===== src/rtl/pattern_player_if.sv =====
// Interface bundle between the game manager and pattern_player.
// The master side (game manager) drives the control strobes and the pattern
// bus. The slave side (the player) drives the registered display and status
// outputs.
interface pattern_player_if;
    logic        tick;
    logic        start;
    logic        abort;
    logic [47:0] patterns;
    logic [4:0]  length;
    logic [7:0]  led;
    logic        led_valid;
    logic [3:0]  index;
    logic        busy;
    logic        done;

    modport master (
        output tick, start, abort, patterns, length,
        input  led, led_valid, index, busy, done
    );

    modport slave (
        input  tick, start, abort, patterns, length,
        output led, led_valid, index, busy, done
    );
endinterface


===== src/rtl/pattern_player.sv =====
// pattern_player: plays back the first N 3-bit patterns of a 16-entry bus as
// a one-hot LED sequence paced by an external tick strobe.
// Optional feature macro PATTERN_PLAYER_GAP_EN: when defined, GAP_TICKS blank
// ticks separate consecutive patterns so repeated values stay distinguishable.
// When undefined, patterns play back-to-back and GAP_TICKS is only
// range-checked.
module pattern_player #(
    parameter int unsigned HOLD_TICKS = 4,
    parameter int unsigned GAP_TICKS  = 1
) (
    input logic              clk,
    input logic              rst,
    pattern_player_if.slave  bus
);

    typedef enum logic [1:0] {
        IDLE,
        SHOW,
`ifdef PATTERN_PLAYER_GAP_EN
        GAP,
`endif
        FIN
    } state_t;

    // Terminal counts: the counter runs 0..N-1, so it never needs to hold N.
    localparam logic [7:0] HOLD_LAST = 8'(HOLD_TICKS - 1);
`ifdef PATTERN_PLAYER_GAP_EN
    localparam logic [7:0] GAP_LAST  = 8'(GAP_TICKS - 1);
`endif

    // Reject out-of-range configurations at elaboration.
    if (HOLD_TICKS < 1 || HOLD_TICKS > 255 || GAP_TICKS < 1 || GAP_TICKS > 255) begin : g_bad_param
        $error("pattern_player: HOLD_TICKS and GAP_TICKS must be in 1..255");
    end

    state_t      state;
    logic [47:0] pat_q;    // pattern bus captured at start
    logic [3:0]  last_q;   // index of the final pattern (clamped length - 1)
    logic [7:0]  cnt;      // ticks elapsed in the current SHOW/GAP phase
    logic [3:0]  next_idx;

    assign next_idx = bus.index + 4'd1;

    // One-hot LED image of pattern i of a captured bus.
    function automatic logic [7:0] led_of(input logic [47:0] pats, input logic [3:0] i);
        logic [2:0] p;
        p = pats[{2'b00, i} * 6'd3 +: 3];
        return 8'b1 << p;
    endfunction

    // Clamp the requested length to 1..16 and return the final index.
    function automatic logic [3:0] last_of(input logic [4:0] len);
        if (len == 5'd0)
            return 4'd0;
        else if (len > 5'd16)
            return 4'd15;
        else
            return 4'(len - 5'd1);
    endfunction

    // Playback FSM with all outputs registered alongside the state.
    always_ff @(posedge clk or negedge rst) begin
        if (!rst) begin
            // NOTE: the captured pattern register is an ordinary flop bank,
            // so it is reset too; this keeps the block free of X after reset.
            state         <= IDLE;
            pat_q         <= '0;
            last_q        <= '0;
            cnt           <= '0;
            bus.led       <= '0;
            bus.led_valid <= 1'b0;
            bus.index     <= '0;
            bus.busy      <= 1'b0;
            bus.done      <= 1'b0;
        end else begin
            // NOTE: non-blocking assignments throughout, so every branch
            // reads the pre-edge values of state, cnt and index.
            bus.done <= 1'b0;
            case (state)
                IDLE: begin
                    if (bus.start) begin
                        pat_q         <= bus.patterns;
                        last_q        <= last_of(bus.length);
                        cnt           <= '0;
                        bus.index     <= '0;
                        bus.led       <= led_of(bus.patterns, 4'd0);
                        bus.led_valid <= 1'b1;
                        bus.busy      <= 1'b1;
                        state         <= SHOW;
                    end
                end

                SHOW: begin
                    if (bus.abort) begin
                        cnt           <= '0;
                        bus.led       <= '0;
                        bus.led_valid <= 1'b0;
                        bus.busy      <= 1'b0;
                        state         <= IDLE;
                    end else if (bus.tick) begin
                        if (cnt == HOLD_LAST) begin
                            cnt <= '0;
                            if (bus.index == last_q) begin
                                bus.led       <= '0;
                                bus.led_valid <= 1'b0;
                                bus.busy      <= 1'b0;
                                bus.done      <= 1'b1;
                                state         <= FIN;
                            end else begin
`ifdef PATTERN_PLAYER_GAP_EN
                                bus.led       <= '0;
                                bus.led_valid <= 1'b0;
                                state         <= GAP;
`else
                                bus.index     <= next_idx;
                                bus.led       <= led_of(pat_q, next_idx);
`endif
                            end
                        end else begin
                            cnt <= cnt + 8'd1;
                        end
                    end
                end

`ifdef PATTERN_PLAYER_GAP_EN
                GAP: begin
                    if (bus.abort) begin
                        cnt      <= '0;
                        bus.busy <= 1'b0;
                        state    <= IDLE;
                    end else if (bus.tick) begin
                        if (cnt == GAP_LAST) begin
                            cnt           <= '0;
                            bus.index     <= next_idx;
                            bus.led       <= led_of(pat_q, next_idx);
                            bus.led_valid <= 1'b1;
                            state         <= SHOW;
                        end else begin
                            cnt <= cnt + 8'd1;
                        end
                    end
                end
`endif

                FIN: begin
                    state <= IDLE;
                end

                default: begin
                    state <= IDLE;
                end
            endcase
        end
    end

endmodule


===== src/flat_wrapper.sv =====
// flat-port wrapper written by rule: the top's interface ports become plain ports
module pattern_player_flat 
#(
    parameter int unsigned HOLD_TICKS = 4,
    parameter int unsigned GAP_TICKS  = 1
)
  (clk, rst, bus_tick, bus_start, bus_abort, bus_patterns, bus_length, bus_led, bus_led_valid, bus_index, bus_busy, bus_done);
  pattern_player_if bus_i ();
  input logic clk;
  input logic rst;
  input wire logic [$bits(bus_i.tick)-1:0] bus_tick;
  input wire logic [$bits(bus_i.start)-1:0] bus_start;
  input wire logic [$bits(bus_i.abort)-1:0] bus_abort;
  input wire logic [$bits(bus_i.patterns)-1:0] bus_patterns;
  input wire logic [$bits(bus_i.length)-1:0] bus_length;
  output wire logic [$bits(bus_i.led)-1:0] bus_led;
  output wire logic [$bits(bus_i.led_valid)-1:0] bus_led_valid;
  output wire logic [$bits(bus_i.index)-1:0] bus_index;
  output wire logic [$bits(bus_i.busy)-1:0] bus_busy;
  output wire logic [$bits(bus_i.done)-1:0] bus_done;
  assign bus_i.tick = bus_tick;
  assign bus_i.start = bus_start;
  assign bus_i.abort = bus_abort;
  assign bus_i.patterns = bus_patterns;
  assign bus_i.length = bus_length;
  assign bus_led = bus_i.led;
  assign bus_led_valid = bus_i.led_valid;
  assign bus_index = bus_i.index;
  assign bus_busy = bus_i.busy;
  assign bus_done = bus_i.done;
  pattern_player #(.HOLD_TICKS(HOLD_TICKS), .GAP_TICKS(GAP_TICKS)) u_core (.clk(clk), .rst(rst), .bus(bus_i));
endmodule

===== config.mk =====
export PLATFORM = sky130hd
export DESIGN_NAME = pattern_player_flat
export DESIGN_NICKNAME = d
export VERILOG_FILES = /design/src/rtl/pattern_player_if.sv /design/src/rtl/pattern_player.sv /design/src/flat_wrapper.sv
export SDC_FILE = /design/constraint.sdc
export NUM_CORES = 1
export LEC_CHECK = 0
export CELL_PAD_IN_SITES_DETAIL_PLACEMENT = 1
export CELL_PAD_IN_SITES_GLOBAL_PLACEMENT = 2
export CORE_UTILIZATION = 34
export DETAILED_ROUTE_END_ITERATION = 8
export GPL_TIMING_DRIVEN = 0
export PLACE_DENSITY = 0.92
export SYNTH_ARGS = -nofsm -noshare
export SYNTH_HDL_FRONTEND = slang
export SYNTH_SLANG_ARGS = --single-unit

===== constraint.sdc =====
create_clock -name clk -period 3.8 [get_ports clk]
set_input_delay 0.57 -clock clk [delete_from_list [all_inputs] [get_ports clk]]
set_output_delay 0.57 -clock clk [all_outputs]
set_load 0.05 [all_outputs]

Word level (Yosys, flattened, before mapping)

Cells that the tools add are included.

Reductions and logical operators: 9
$add $sub $neg: 3
Shifts and indexed selects: 3
Mux-type cells: 36
Order comparisons: 1
Multiply operators: 1
Equal/unequal tests: 11

Operators by type and width:

| kind                                                                   | count |
|---|---|
| 8-bit 2-to-1 mux                                                       | 9 |
| 48-bit by 7-bit variable part select with 3-bit output                 | 1 |
| 8-bit one-hot mux with 2 select lines                                  | 2 |
| 4-bit 2-to-1 mux                                                       | 7 |
| 1-bit by 3-bit << shifter with 8-bit output (first input constant)     | 2 |
| 1-bit 2-to-1 mux                                                       | 10 |
| 2-bit 2-to-1 mux                                                       | 5 |
| 8-bit by 1-bit adder with 8-bit output (second input constant)         | 1 |
| 8-bit by 2-bit equality test with 1-bit output (second input constant) | 1 |
| 2-bit != test (second input constant)                                  | 4 |
| 4-bit one-hot mux with 2 select lines                                  | 1 |
| 4-bit AND reduction                                                    | 2 |
| 4-bit by 2-bit multiplier with 6-bit output (second input constant)    | 1 |
| 3-bit by 2-bit != test with 1-bit output (second input constant)       | 2 |
| 6-bit AND reduction                                                    | 1 |
| 5-bit > comparator (second input constant)                             | 1 |
| 5-bit zero test                                                        | 1 |
| 5-bit AND reduction                                                    | 1 |
| 4-bit by 1-bit adder with 4-bit output (second input constant)         | 1 |
| 4-bit equality test                                                    | 1 |
| 2-bit one-hot mux with 2 select lines                                  | 1 |
| 4-bit by 1-bit subtractor with 4-bit output (second input constant)    | 1 |
| 3-bit != test (second input constant)                                  | 1 |
| 3-bit AND reduction                                                    | 1 |
| 6 further kinds                                                        | 6 |

Input port bits: 58
Register bits: 76
Logic and storage cells: 72
Output and inout port bits: 15

Longest topological paths before layout

Depth after elaboration: 9
Gate-level depth with buffers: 7
Mapped depth without buffers: 7

Worst setup path after synthesis

Ideal clock, no wire load.

Path type: register to register
Start point: register u_core.bus.index[1]
End point: register u_core.bus.led[0]
Setup time: 0.082 ns
Buffers on the path: 1
Required time: 3.718 ns
Arrival time: 2.588 ns
Path slack: 1.130 ns
Period minus slack after synthesis: 2.670 ns
Cell stages (with the launch flop): 7
Cells stage by stage: dfrtp_1 -> ha_1 -> clkbuf_1 -> mux4_2 -> mux4_2 -> or3_1 -> o22ai_1

Longest elaborated chain between the ends: 9
Elaborated cells between the ends (all ways): 10
Those cells by class: 1 x add/sub; 1 x mul; 1 x eq/ne; 2 x shift; 5 x mux

RTL lines:

| what                                                   | RTL line                | text |
|---|---|---|
| start: declaration                                     | pattern_player_if.sv:24 | `output led, led_valid, index, busy, done` |
| start signal: assignment                               | pattern_player.sv:115   | `bus.index <= next_idx;` |
| 4-bit by 1-bit adder with 4-bit output                 | pattern_player.sv:42    | `assign next_idx = bus.index + 4'd1;` |
| 4-bit by 2-bit multiplier with 6-bit output            | pattern_player.sv:47    | `p = pats[{2'b00, i} * 6'd3 +: 3];` |
| 48-bit by 7-bit variable part select with 3-bit output | pattern_player.sv:47    |  |
| 1-bit by 3-bit << shifter with 8-bit output            | pattern_player.sv:48    | `return 8'b1 << p;` |
| 8-bit 2-to-1 mux *                                     | pattern_player.sv:103   | `if (bus.index == last_q) begin` |
| 8-bit 2-to-1 mux *                                     | pattern_player.sv:101   | `if (cnt == HOLD_LAST) begin` |
| 8-bit 2-to-1 mux *                                     | pattern_player.sv:100   | `end else if (bus.tick) begin` |
| 8-bit 2-to-1 mux *                                     | pattern_player.sv:94    | `if (bus.abort) begin` |
| 8-bit one-hot mux with 2 select lines *                | pattern_player.sv:79    | `case (state)` |
| end signal: assignment                                 | pattern_player.sv:86    | `bus.led <= led_of(bus.patterns, 4'd0);` |
| end signal: assignment                                 | pattern_player.sv:116   | `bus.led <= led_of(pat_q, next_idx);` |
| end: declaration                                       | pattern_player_if.sv:24 |  |

Mark *: on every way between the ends. The rest lies on a longest branch, timed or not. The select of a mux whose other input is x is not followed.
A chain may end at the register's enable or synchronous reset.

Worst setup path in the final report

Same ends and word-level chain as after synthesis.

==> results_dict.tcl <==
set metrics [dict create \
    seq_area_um2 1900 \
    number_of_vias_per_cell 4.99 \
    rr_worst_depth 6 \
    cts-resized-gates 0 \
    detailed_place_hpwl_mm 7.44 \
    total_switching_power_mw 1.24 \
    globalplace.congestion 0.758 \
    cts.sinks 76 \
    drt_total_wl_mm 9.82 \
    track_usage_pct 19.0 \
    critPathArrivalTime_ns 3.06 \
    synth_largest_area_cell "sky130_fd_sc_hd__dfrtp_1" \
    peak_freq_mhz 358 \
    synth_nets 449 \
    finalCriticalPeriod_ns 2.79 \
    hold_class "in -> async" \
    vdd_ir_drop_max_uv 371 \
    fp.dieW_um 106 \
    die_height_um 106 \
    setup_viol 0 \
    number_of_max_cap_violations 0 \
    fp.dieArea_um2 11300 \
    netlist_instances 388 \
    internal-power_mw 1.94 \
    flow.area_growth_from_synthesis_pct 29.8 \
    synth_area_um2 3710 \
    rows 37 \
    drt_pre_antenna_iters 4 \
    synth_most_common_cell "sky130_fd_sc_hd__nand2_1" \
    worst-endpoint-required_ns 4.06 \
    placement.io_buffers 71 \
    static_leakage_nw 2.16 \
    crit_path_launch_type "flip-flop" \
    numCtsBuffers 9 \
    slew_headroom_pct 58.2 \
    ioPinCount 73 \
    number_of_enable_type_register_cells_in_the_synthesized_netlist 0 \
    max_h_tree_level 3 \
    max-clock-path-buffers 2 \
    postCtsSetupBuffers 0 \
    netSwitchingFraction_pct 39.0 \
    p_per_area_nw_per_um2 659 \
    antenna_cells_inserted 0 \
    core_region_area_um2 10500 \
    root_buffer "sky130_fd_sc_hd__clkbuf_8" \
    critPathCaptureType "flip-flop" \
    clock_share_of_power_pct 19.9 \
    power_frac_seq_pct 41.6 \
    critical_path_peak_fanout 10 \
    grt_max_degree 57 \
    synth-warning-count 0 \
    drt.antenna.violating_nets 0 \
    postCtsHoldBufs 0 \
    totalNegativeSetupSlack_ns 0 \
    finish.net_count 532 \
    synth.lib_cells_used.distinct 49 \
    timing_worst_setup_path_type "reg -> reg" \
    start_util_pct 35.5 \
    multi_input_comb_area_um2 1690 \
    ys_ff_latch 76 \
    first_global_vias 3365 \
    layout-drive-gt1-share_pct 8.19 \
    tightest_slew_ns 0.621 \
    drc 0 \
    synth_flop_cell "sky130_fd_sc_hd__dfrtp_1" \
    ys_top_cells_by_count "sky130_fd_sc_hd__nand2_1 (159), sky130_fd_sc_hd__dfrtp_1 (76), sky130_fd_sc_hd__nor2_1 (16)" \
    antenna_violations_before_repair 0 \
    worst-r2r-setup-slack_ns 1.01 \
    combinationalPowerShare_pct 38.4 \
    post-synth-top-area-fraction_pct 51.2 \
    run_status "complete, no violations" \
    timing.rr.end "u_core.bus.led[0]" \
    grt_setup_unrepaired "false" \
    fill_cells 1225 \
    fin_worst_skew_ns 0.0103 \
    tritoncts "built" \
    grt_use_met1_pct 24.3 \
    synthArstFlopShare_pct 100 \
    grt_overflow_total 0 \
    via_count 3056 \
    final-max-slew-violation-count 0 \
    synth_area_per_cell_um2 9.56 \
    synthTopCellsByArea "sky130_fd_sc_hd__dfrtp_1 (51%), sky130_fd_sc_hd__nand2_1 (16%), sky130_fd_sc_hd__mux4_2 (6.7%)" \
    gr-usage-met3_pct 3.00 \
    final_min_period_over_clock_period_pct 73.5 \
    grt-busiest-layer "met2" \
    grt_first_pass_wirelength_mm 16.7 \
    hold_ws_ns 0.105 \
    routedWlPerCell_um 16.0 \
    clk_latency_ns 0.35 \
    met2_usage_pct 33.3 \
    initialDrtViolationCount 83 \
    synth.yosys.seq_area_share_pct 51.2 \
    hold_violations 0 \
    cts.clk_slew.worst_paths_ns 0.08 \
    worst_r2r_startpoint "u_core.bus.index[1]" \
]
placed cells by master (no fill, tap or decap), types with 3 or more instances in the layout:
cell type and count:
sky130_fd_sc_hd__clkbuf_1 14, sky130_fd_sc_hd__o22ai_1 3, sky130_fd_sc_hd__clkbuf_8 10, sky130_fd_sc_hd__nor2b_1 3, sky130_fd_sc_hd__ha_1 3, sky130_fd_sc_hd__xor2_1 6
sky130_fd_sc_hd__dfrtp_1 76, sky130_fd_sc_hd__nand3_1 7, sky130_fd_sc_hd__a31oi_1 3, sky130_fd_sc_hd__nor2_1 16, sky130_fd_sc_hd__inv_1 7, sky130_fd_sc_hd__nand2_1 159
sky130_fd_sc_hd__nand4_1 3, sky130_fd_sc_hd__clkdlybuf4s50_1 70, sky130_fd_sc_hd__mux4_2 11, sky130_fd_sc_hd__xnor2_1 5, sky130_fd_sc_hd__o21ai_0 6, sky130_fd_sc_hd__mux2i_1 15
sky130_fd_sc_hd__mux2_2 3, sky130_fd_sc_hd__nor4_1 3, sky130_fd_sc_hd__nor3_1 4
how the worst max path moves through the flow:
stage,end,slack (ns),from
CTS,u_core.bus.led[0],0.94,u_core.bus.index[1]
global placement,u_core.pat_q[45],-0.50,rst
floorplan,u_core.bus.led[0],1.13,u_core.bus.index[1]
global route,u_core.bus.led[0],0.82,u_core.bus.index[1]
detailed placement,u_core.bus.led[0],0.97,u_core.bus.index[1]
finish,u_core.bus.led[0],1.01,u_core.bus.index[1]
critical path: stages, from the launching register on:
cell and delay, ns:
sky130_fd_sc_hd__dfrtp_1 0.46, sky130_fd_sc_hd__ha_1 0.34, sky130_fd_sc_hd__clkbuf_1 0.49, sky130_fd_sc_hd__mux4_2 0.42, sky130_fd_sc_hd__mux4_2 0.51, sky130_fd_sc_hd__or3_1 0.35
sky130_fd_sc_hd__o22ai_1 0.15
final cells by class:
type	instances	share of cell area (%)
Buffer	20	1.97
Clock buffer	10	2.86
Clock inverter	6	1.32
Inverter	7	0.545
Multi-Input combinational cell	285	35.0
Sequential cell	76	39.5
Tap cell	136	3.53
Timing Repair Buffer	72	15.3
state kept, by name, summed over array words and instances (netlist names):
register              cells
u_core.cnt                8
u_core.state              2
u_core.bus.led            8
u_core.last_q             4
u_core.pat_q             48
u_core.bus.led_valid      1
u_core.bus.done           1
u_core.bus.index          4
logic make-up after synthesis:
kind of cell	Yosys count	synth area share [%]
adder cells (fa/ha/maj)	4	1.28
AND/OR/NAND/NOR	212	24.3
flip-flops	76	51.2
buffers and inverters	27	3.27
XOR/XNOR	12	3.03
AO/OA/AOI/OAI	28	5.26
multiplexers	29	11.6
power groups by stage:
stage / combinational (mW) / sequential [mW] / clock, mW
2_1_floorplan: 0.705 / 1.42 / 0
3_3_place_gp: 1.18 / 1.32 / 0
3_5_place_dp: 1.23 / 1.34 / 0
4_1_cts: 1.24 / 1.32 / 0.645
5_1_grt: 1.37 / 1.37 / 0.684
6_report: 1.22 / 1.32 / 0.633
through the flow:
| stage | cells | utilization [%] | instance area, um^2 | setup WS, ns | total power [mW] |
|---|---|---|---|---|---|
| 2_1_floorplan | 388 | - | 3710 | 1.13 | 2.12 |
| 5_1_grt | 612 | 46.1 | 4820 | 0.825 | 3.42 |
| 4_1_cts | 612 | 46.1 | 4820 | 0.941 | 3.21 |
| 6_report | 612 | 46.1 | 4820 | 1.01 | 3.17 |
| 3_3_place_gp | 595 | 43.9 | 4590 | -0.504 | 2.50 |
| 3_5_place_dp | 596 | 44.1 | 4620 | 0.971 | 2.57 |
per-layer routing:
layer	vias to the layer above	share of wire, %	routed length, um
met5	-	0	0
met4	0	0.99	97
met3	10	3.0	296
met2	63	50	4930
met1	1509	46	4500
li1	1474	-	-
No activity file was read; power rests on OpenSTA's default activity.
